===== src/rtl/mem_loader_pkg.sv =====
// Shared types and constants for the framebuffer loader.
package mem_loader_pkg;

  typedef enum logic [1:0] {
    IDLE = 2'd0,
    HI   = 2'd1,
    LO   = 2'd2,
    DONE = 2'd3
  } state_t;

  localparam int RGB_W = 12;
  localparam logic [7:0] SYNC_DEFAULT = 8'hA5;

endpackage


===== src/rtl/mem_loader_idle_timer.sv =====
// Mid-frame inactivity counter; expire is a combinational pulse in the cycle the count reaches TIMEOUT-1.
// Disabled or cleared, it holds at zero; it restarts from zero after expiring.
module idle_timer #(
  parameter int TIMEOUT = 1000000
) (
  input  logic clk,
  input  logic rst,
  input  logic clear,
  input  logic enable,
  output logic expire
);

  localparam int W = $clog2(TIMEOUT);
  localparam logic [W-1:0] LAST = W'(TIMEOUT - 1);

  logic [W-1:0] count;

  assign expire = enable && !clear && (count == LAST);

  always_ff @(posedge clk) begin
    if (rst || clear || !enable || expire) begin
      count <= '0;
    end else begin
      count <= count + W'(1);
    end
  end

endmodule


===== src/rtl/mem_loader.sv =====
// Sync-framed byte stream to RGB444 framebuffer writes; write appears one cycle after the LO byte.
// oReady drops only in reset and in the single DONE cycle; the host holds its byte meanwhile.
module mem_loader
  import mem_loader_pkg::*;
#(
  parameter int          FRAME_PIXELS = 19200,
  parameter int          ADDR_W       = 15,
  parameter logic [7:0]  SYNC_BYTE    = SYNC_DEFAULT,
  parameter int          TIMEOUT      = 1000000
) (
  input  logic              iClk,
  input  logic              iRst,
  input  logic [7:0]        iData,
  input  logic              iValid,
  output logic              oReady,
  output logic              oWrEn,
  output logic [ADDR_W-1:0] oWrAddr,
  output logic [RGB_W-1:0]  oWrData,
  output logic              oBusy,
  output logic              oFrameDone,
  output logic              oError
);

  localparam logic [ADDR_W-1:0] LAST_IDX = ADDR_W'(FRAME_PIXELS - 1);

  state_t              state, state_n;
  logic [ADDR_W-1:0]   idx, idx_n;
  logic [3:0]          red, red_n;
  logic                wr_en_n, done_n, err_n;
  logic [ADDR_W-1:0]   wr_addr_n;
  logic [RGB_W-1:0]    wr_data_n;
  logic                accept, expire, in_frame;

  assign oReady   = !iRst && (state != DONE);
  assign oBusy    = (state != IDLE);
  assign accept   = iValid && oReady;
  assign in_frame = (state == HI) || (state == LO);

  // Every state entry into HI/LO coincides with an accept, so accept alone clears the timer.
  idle_timer #(.TIMEOUT(TIMEOUT)) u_timer (
    .clk    (iClk),
    .rst    (iRst),
    .clear  (accept),
    .enable (in_frame),
    .expire (expire)
  );

  always_comb begin
    state_n   = state;
    idx_n     = idx;
    red_n     = red;
    wr_en_n   = 1'b0;
    wr_addr_n = oWrAddr;
    wr_data_n = oWrData;
    done_n    = 1'b0;
    err_n     = 1'b0;
    case (state)
      IDLE: begin
        if (accept && iData == SYNC_BYTE) begin
          state_n = HI;
          idx_n   = '0;
        end
      end
      HI: begin
        if (accept) begin
          if (iData[7:4] == 4'h0) begin
            red_n   = iData[3:0];
            state_n = LO;
          end else begin
            state_n = IDLE;
            idx_n   = '0;
            err_n   = 1'b1;
          end
        end else if (expire) begin
          state_n = IDLE;
          idx_n   = '0;
          err_n   = 1'b1;
        end
      end
      LO: begin
        if (accept) begin
          wr_en_n   = 1'b1;
          wr_addr_n = idx;
          wr_data_n = {red, iData};
          if (idx == LAST_IDX) begin
            state_n = DONE;
          end else begin
            idx_n   = idx + ADDR_W'(1);
            state_n = HI;
          end
        end else if (expire) begin
          state_n = IDLE;
          idx_n   = '0;
          err_n   = 1'b1;
        end
      end
      DONE: begin
        state_n = IDLE;
        idx_n   = '0;
        done_n  = 1'b1;
      end
      default: begin
        state_n = IDLE;
        idx_n   = '0;
      end
    endcase
  end

  always_ff @(posedge iClk) begin
    if (iRst) begin
      state      <= IDLE;
      idx        <= '0;
      red        <= '0;
      oWrEn      <= 1'b0;
      oWrAddr    <= '0;
      oWrData    <= '0;
      oFrameDone <= 1'b0;
      oError     <= 1'b0;
    end else begin
      state      <= state_n;
      idx        <= idx_n;
      red        <= red_n;
      oWrEn      <= wr_en_n;
      oWrAddr    <= wr_addr_n;
      oWrData    <= wr_data_n;
      oFrameDone <= done_n;
      oError     <= err_n;
    end
  end

endmodule


===== config.mk =====
export PLATFORM = sky130hd
export DESIGN_NAME = mem_loader
export DESIGN_NICKNAME = d
export VERILOG_FILES = /design/src/rtl/mem_loader_pkg.sv /design/src/rtl/mem_loader_idle_timer.sv /design/src/rtl/mem_loader.sv
export SDC_FILE = /design/constraint.sdc
export NUM_CORES = 1
export LEC_CHECK = 0
export CAP_MARGIN = 5
export CORE_MARGIN = 5
export CORE_UTILIZATION = 49
export DETAILED_ROUTE_END_ITERATION = 8
export GPL_ROUTABILITY_DRIVEN = 0
export PLACE_DENSITY = 0.75
export RECOVER_POWER = 50
export SLEW_MARGIN = 30
export SYNTH_ARGS = -nofsm -noshare
export SYNTH_HDL_FRONTEND = slang
export SYNTH_SLANG_ARGS = --single-unit

===== constraint.sdc =====
create_clock -name iClk -period 2.3 [get_ports iClk]
set_input_delay 0.345 -clock iClk [delete_from_list [all_inputs] [get_ports iClk]]
set_output_delay 0.345 -clock iClk [all_outputs]
set_load 0.005 [all_outputs]

==> impl_metrics.json, run 1 <==
{
  "async_flop_share": 0,
  "ir_worst_vdd_uv": 392,
  "hp-start": "oWrAddr[9]",
  "ys_seq_area_frac": 0.432,
  "slew_viol_final": 0,
  "final_common_cell": "dfxtp_1",
  "violations": "setup timing",
  "cts_sinks": 71,
  "path_cells": "or4b_1 > or4_4 > or4_4 > buf_6 > buf_6 > a32oi_2 > o41ai_1",
  "nets": 483,
  "grt_usage": 0.203,
  "synth_ff_type": "dfxtp_1",
  "wl_per_cell_um": 15.0,
  "route.detailed.drc": 0,
  "cts_made_buffers": 9,
  "clk_path_buf_depth": 2,
  "tns_ns": -0.133,
  "cts_tree": "done",
  "setup_violations": 6,
  "io_buffers": 42,
  "synth_area_um2": 3290,
  "synth_seq_cells": 71,
  "htreeDepth": 3,
  "area_growth_pct": 30.9,
  "grt_max_degree": 40,
  "grt_overflow": 0,
  "min_path_type": "reg -> reg",
  "antenna_found_initial": 0,
  "layout_common_cells": "dfxtp_1, nand2_1, nor2_1, dlygate4sd3_1, a21oi_1",
  "finClkSkew_ns": 0.0107,
  "p_total_mw": 2.70,
  "root_buffer": "clkbuf_8",
  "grtUsageMet1": 0.254,
  "fin_ws_ns": -0.0594,
  "crit_family": "simple AND/OR/NAND/NOR gates",
  "drive_above_1_share": 0.149,
  "grt_use_met3": 0.0532,
  "crit_path_end_kind": "register",
  "drt_wl_total_um": 8220,
  "crit_fanout": 7,
  "first_pass_iters": 5,
  "syn_area_per_cell_um2": 8.26,
  "cp.required_ns": 2.54,
  "rows": 29,
  "cp-startpoint": "u_timer.count[11]",
  "drt_iter0_drc": 210,
  "antenna_cells": 0,
  "fmax_mhz": 424,
  "worst_pin_slew_ns": 0.595,
  "die_area_um2": 8450,
  "start_kind": "register",
  "busiest_layer": "met2",
  "place_area_um2": 3970,
  "dp_slack_ns": -0.303,
  "core-area_um2": 6420,
  "reg2reg_from": "u_timer.count[11]",
  "cts_hold_buf": 0,
  "die_w_um": 91.9,
  "insertion_delay_ns": 0.35,
  "relSlewSlack": 0.604,
  "start_util": 0.512,
  "cap_viol_max_count": 0,
  "status": "finished with violations",
  "syn-num-nets": 416,
  "synth_edf_count": 0,
  "power_density_nw_per_um2": 628,
  "dp_hpwl_um": 5570,
  "via_per_inst": 5.65,
  "slowest_stage": "or4b_1",
  "fin_area_um2": 4310,
  "postSynthCellCount": 398,
  "crit_type": "reg -> reg",
  "grt_pass1_vias": 2995,
  "synth.distinct_cells": 57,
  "yosysWarnings": 0,
  "antenna_left": 0,
  "period_share": 1.03,
  "grt_pass1_wl_um": 13800,
  "via_count": 3092,
  "critPathMaxStageDelay_ns": 0.51,
  "finalCriticalPeriod_ns": 2.36,
  "die_h_um": 91.9,
  "cts.clk_slew.worst_paths_ns": 0.08,
  "rsz0062_at_grt": "yes",
  "power.leakage_nw": 1.65,
  "path_buf_inv": 2,
  "gr-usage-met2": 0.324,
  "io-pin-count": 43,
  "hold_viol_final": 0,
  "worstPathArrival_ns": 2.60
}
==> state kept, by name (all words and copies together), names as in the netlist, 2 cells and up <==
signal         count
red                4
oWrData           12
oWrAddr           15
idx               15
state              2
u_timer.count     20
==> cell usage after synthesis, types with 3 or more instances <==
cell type	number	share of area
a21oi_1	31	0.047
a31oi_1	5	0.0095
and3_1	11	0.021
and4_1	3	0.0080
buf_1	4	0.0046
clkbuf_1	12	0.014
dfxtp_1	71	0.43
ha_1	7	0.027
inv_1	8	0.0091
mux2i_1	4	0.012
nand2_1	69	0.079
nand2b_1	16	0.030
nand3_1	20	0.030
nand4_1	13	0.025
nor2_1	38	0.043
nor2b_1	3	0.0057
nor3_1	5	0.0076
nor4_1	4	0.0076
o21ai_0	5	0.0076
o311ai_0	3	0.0080
o32ai_1	4	0.011
or2_2	3	0.0057
xnor2_1	11	0.029
xor2_1	7	0.019
==> power by group <==
group          switching [mW]  leakage (nW)  internal, mW  total, mW
combinational          0.0865         0.952        0.0757      0.162
sequential            0.00222         0.572          1.23       1.23
clock                   0.479         0.126         0.829       1.31
total                   0.568          1.65          2.14       2.70
==> routing by layer <==
layer | wire (µm) | part of all wire | vias to the layer above
li1 | - | - | 1539
met1 | 3670 | 0.45 | 1459
met2 | 4010 | 0.49 | 76
met3 | 363 | 0.044 | 18
met4 | 172 | 0.021 | 0
met5 | 0 | 0 | -
==> metrics by stage <==
stage / hold slack (ns) / util / std cells
finish: 0.451 / 0.670 / 547
global route: 0.473 / 0.670 / 547
floorplan: 0.426 / - / 398
global placement: 0.442 / 0.617 / 529
CTS: 0.446 / 0.662 / 546
detailed placement: 0.446 / 0.617 / 529
==> logic make-up (layout without fill, tap and decap cells) <==
group           after synthesis  after routing  share of synthesized area
mux                           4              4                     0.0122
fa+ha+maj                     7              7                     0.0266
simple gates                205            205                      0.314
buf+inv                      28            100                     0.0377
xor+xnor                     18             18                     0.0479
flops                        71             71                      0.432
compound gates               65             65                      0.130
==> timing repair <==
action	CTS	global route
cloned	0	1
endpoints found under the setup margin	11	33
resized for setup	7	11
setup buffers	1	0
pin swaps	2	8
==> tightest hold or removal path, cell delays in order, from the launching register on <==
cell	delay, ns
dfxtp_1	0.31
nand2_1	0.05
a21oi_1	0.05
==> layout make-up <==
| cell class | count | area [µm²] |
|---|---|---|
| Clock inverter | 6 | 133 |
| Timing Repair Buffer | 75 | 691 |
| Tap cell | 77 | 96.3 |
| Inverter | 9 | 33.8 |
| Sequential cell | 71 | 1420 |
| Multi-Input combinational cell | 299 | 1800 |
| Fill cell | 543 | 2120 |
| Clock buffer | 10 | 128 |
==> final timing paths <==
kind                end  slack (ns)  depth (start not counted)
min reg2reg  oWrAddr[9]        0.45                          2
max reg2reg     idx[13]       -0.06                          7
max             idx[13]       -0.06                          7
min          oWrAddr[9]        0.45                          2
(Power assumes the default switching activity.)
==> inputs of run 2 (changes only) <==
--- a/config.mk
+++ b/config.mk
@@ -7,10 +7,11 @@
 export LEC_CHECK = 0
 export CAP_MARGIN = 5
 export CORE_MARGIN = 5
-export CORE_UTILIZATION = 49
+export CORE_UTILIZATION = 55
+export CTS_CLUSTER_DIAMETER = 100
 export DETAILED_ROUTE_END_ITERATION = 8
 export GPL_ROUTABILITY_DRIVEN = 0
-export PLACE_DENSITY = 0.75
+export PLACE_DENSITY = 0.8
 export RECOVER_POWER = 50
 export SLEW_MARGIN = 30
 export SYNTH_ARGS = -nofsm -noshare
==> constraint.sdc (replaced) <==
create_clock -name iClk -period 2.6 [get_ports iClk]
set_input_delay 0.39 -clock iClk [delete_from_list [all_inputs] [get_ports iClk]]
set_output_delay 0.39 -clock iClk [all_outputs]
set_load 0.005 [all_outputs]
==> run 2 against run 1 <==
The flow now finishes without violations. Worst hold slack lost 0.21 ns. Critical path depth fell by 1. Flip-flop and latch count stayed put. Sequential share of layout area is 1.3 points higher. Largest power group is now sequential cells.
==> impl_metrics.json, run 2 (synthesis results as in run 1) <==
{
  "cts.clk_slew.worst_paths_ns": 0.07,
  "fin_area_um2": 4140,
  "cts_tree": "done",
  "antenna_cells": 0,
  "largestRegisters": "u_timer.count x20, idx x15, oWrAddr x15",
  "cts_sinks": 71,
  "via_per_inst": 5.74,
  "dp_hpwl_um": 5490,
  "finalCriticalPeriod_ns": 2.50,
  "fmax_mhz": 400,
  "drt_iter0_drc": 225,
  "worstPathArrival_ns": 2.78,
  "nets": 473,
  "top_register": "u_timer.count",
  "slew_viol_final": 0,
  "cts_setup_buffers": 0,
  "p_comb_frac": 0.059,
  "grt_overflow": 0,
  "route.detailed.drc": 0,
  "period_share": 0.962,
  "first_pass_iters": 4,
  "p_total_mw": 2.23,
  "crit_path_end_kind": "register",
  "setup_violations": 0,
  "rsz0062_at_grt": "no",
  "p_int_mw": 1.74,
  "cap_viol_max_count": 0,
  "status": "complete, no violations",
  "place_area_um2": 3890,
  "wl_per_cell_um": 15.1,
  "die_h_um": 87.3,
  "cp.required_ns": 2.88,
  "start_kind": "register",
  "grt_max_degree": 65,
  "hold_viol_final": 0,
  "insertion_delay_ns": 0.36,
  "finClkSkew_ns": 0.0163,
  "grt_pass1_vias": 3023,
  "core-area_um2": 5850,
  "final_common_cell": "dfxtp_1",
  "power.leakage_nw": 1.57,
  "power_density_nw_per_um2": 540,
  "antenna_found_initial": 0,
  "worstHoldPathCells": 2,
  "cts_made_buffers": 9,
  "start_util": 0.562,
  "switchingPower_mw": 0.494,
  "fin_ws_ns": 0.0996,
  "min_path_type": "in -> reg",
  "grt_pass1_wl_um": 13600,
  "area_growth_pct": 25.9,
  "io-pin-count": 43,
  "drive_above_1_share": 0.113,
  "root_buffer": "clkbuf_8",
  "io_buffers": 42,
  "die_w_um": 87.3,
  "p_clk_frac": 0.452,
  "die_area_um2": 7620,
  "clk_path_buf_depth": 2,
  "antenna_left": 0,
  "p_seq_frac": 0.489,
  "layout_common_cells": "dfxtp_1, nand2_1, nor2_1, a21oi_1, dlygate4sd3_1",
  "reg2reg_depth": 6,
  "largest_register_ffs": 20,
  "grt_usage": 0.225,
  "htreeDepth": 3,
  "worst_pin_slew_ns": 0.799,
  "sw_frac_of_total": 0.221,
  "relSlewSlack": 0.467,
  "rows": 28,
  "crit_fanout": 18,
  "drt_wl_total_um": 8050,
  "via_count": 3071,
  "crit_type": "reg -> reg",
  "dp_slack_ns": -0.208,
  "ir_worst_vdd_uv": 360
}
-- run 2: final cells by class --
type / count / area [µm²]
Sequential cell: 71 / 1420
Clock buffer: 11 / 151
Timing Repair Buffer: 65 / 594
Inverter: 9 / 33.8
Multi-Input combinational cell: 299 / 1760
Fill cell: 437 / 1710
Clock inverter: 5 / 80.1
Tap cell: 75 / 93.8
-- run 2: layer usage --
layer,vias up,track usage,routed length (µm)
li1,1515,-,-
met1,1467,0.274,3510
met2,80,0.371,4030
met3,9,0.0473,416
met4,0,0.119,106
met5,-,0,0
-- run 2: what timing repair did --
item / in CTS / in global routing
hold endpoints to repair: 0 / 0
resized for setup: 0 / 4
endpoints found under the setup margin: 0 / 22
hold buffers: 0 / 0
-- run 2: path summary, 6_finish.rpt --
| kind | startpoint | endpoint | slack (ns) |
|---|---|---|---|
| setup / recovery | u_timer.count[11] | oError | 0.1 |
| hold / removal | iRst | oFrameDone | 0.24 |
| setup reg to reg | u_timer.count[11] | oError | 0.1 |
| hold reg to reg | oWrData[9] | oWrData[9] | 0.45 |
-- run 2: power groups by stage --
stage | Sequential, mW | Combinational (mW) | Clock [mW]
4_1_cts | 1.09 | 0.129 | 1.02
3_5_place_dp | 1.12 | 0.128 | 0
3_3_place_gp | 1.12 | 0.124 | 0
6_report | 1.09 | 0.133 | 1.01
5_1_grt | 1.09 | 0.144 | 1.08
2_1_floorplan | 1.12 | 0.0674 | 0
-- run 2: critical path: stages, from the launching register on --
cell and delay, ns:
dfxtp_1 0.32, or4b_1 0.51, or4_1 0.47, or4_4 0.54, buf_12 0.17, or2_0 0.23, a21oi_2 0.17
-- run 2: metrics by stage --
stage	hold WS [ns]	TNS (ns)	util	std cells
2_1_floorplan	0.426	0	-	398
3_3_place_gp	0.441	-0.411	0.665	519
3_5_place_dp	0.447	-1.16	0.665	519
4_1_cts	0.234	0	0.705	535
5_1_grt	0.230	0	0.707	535
6_report	0.238	0	0.707	535
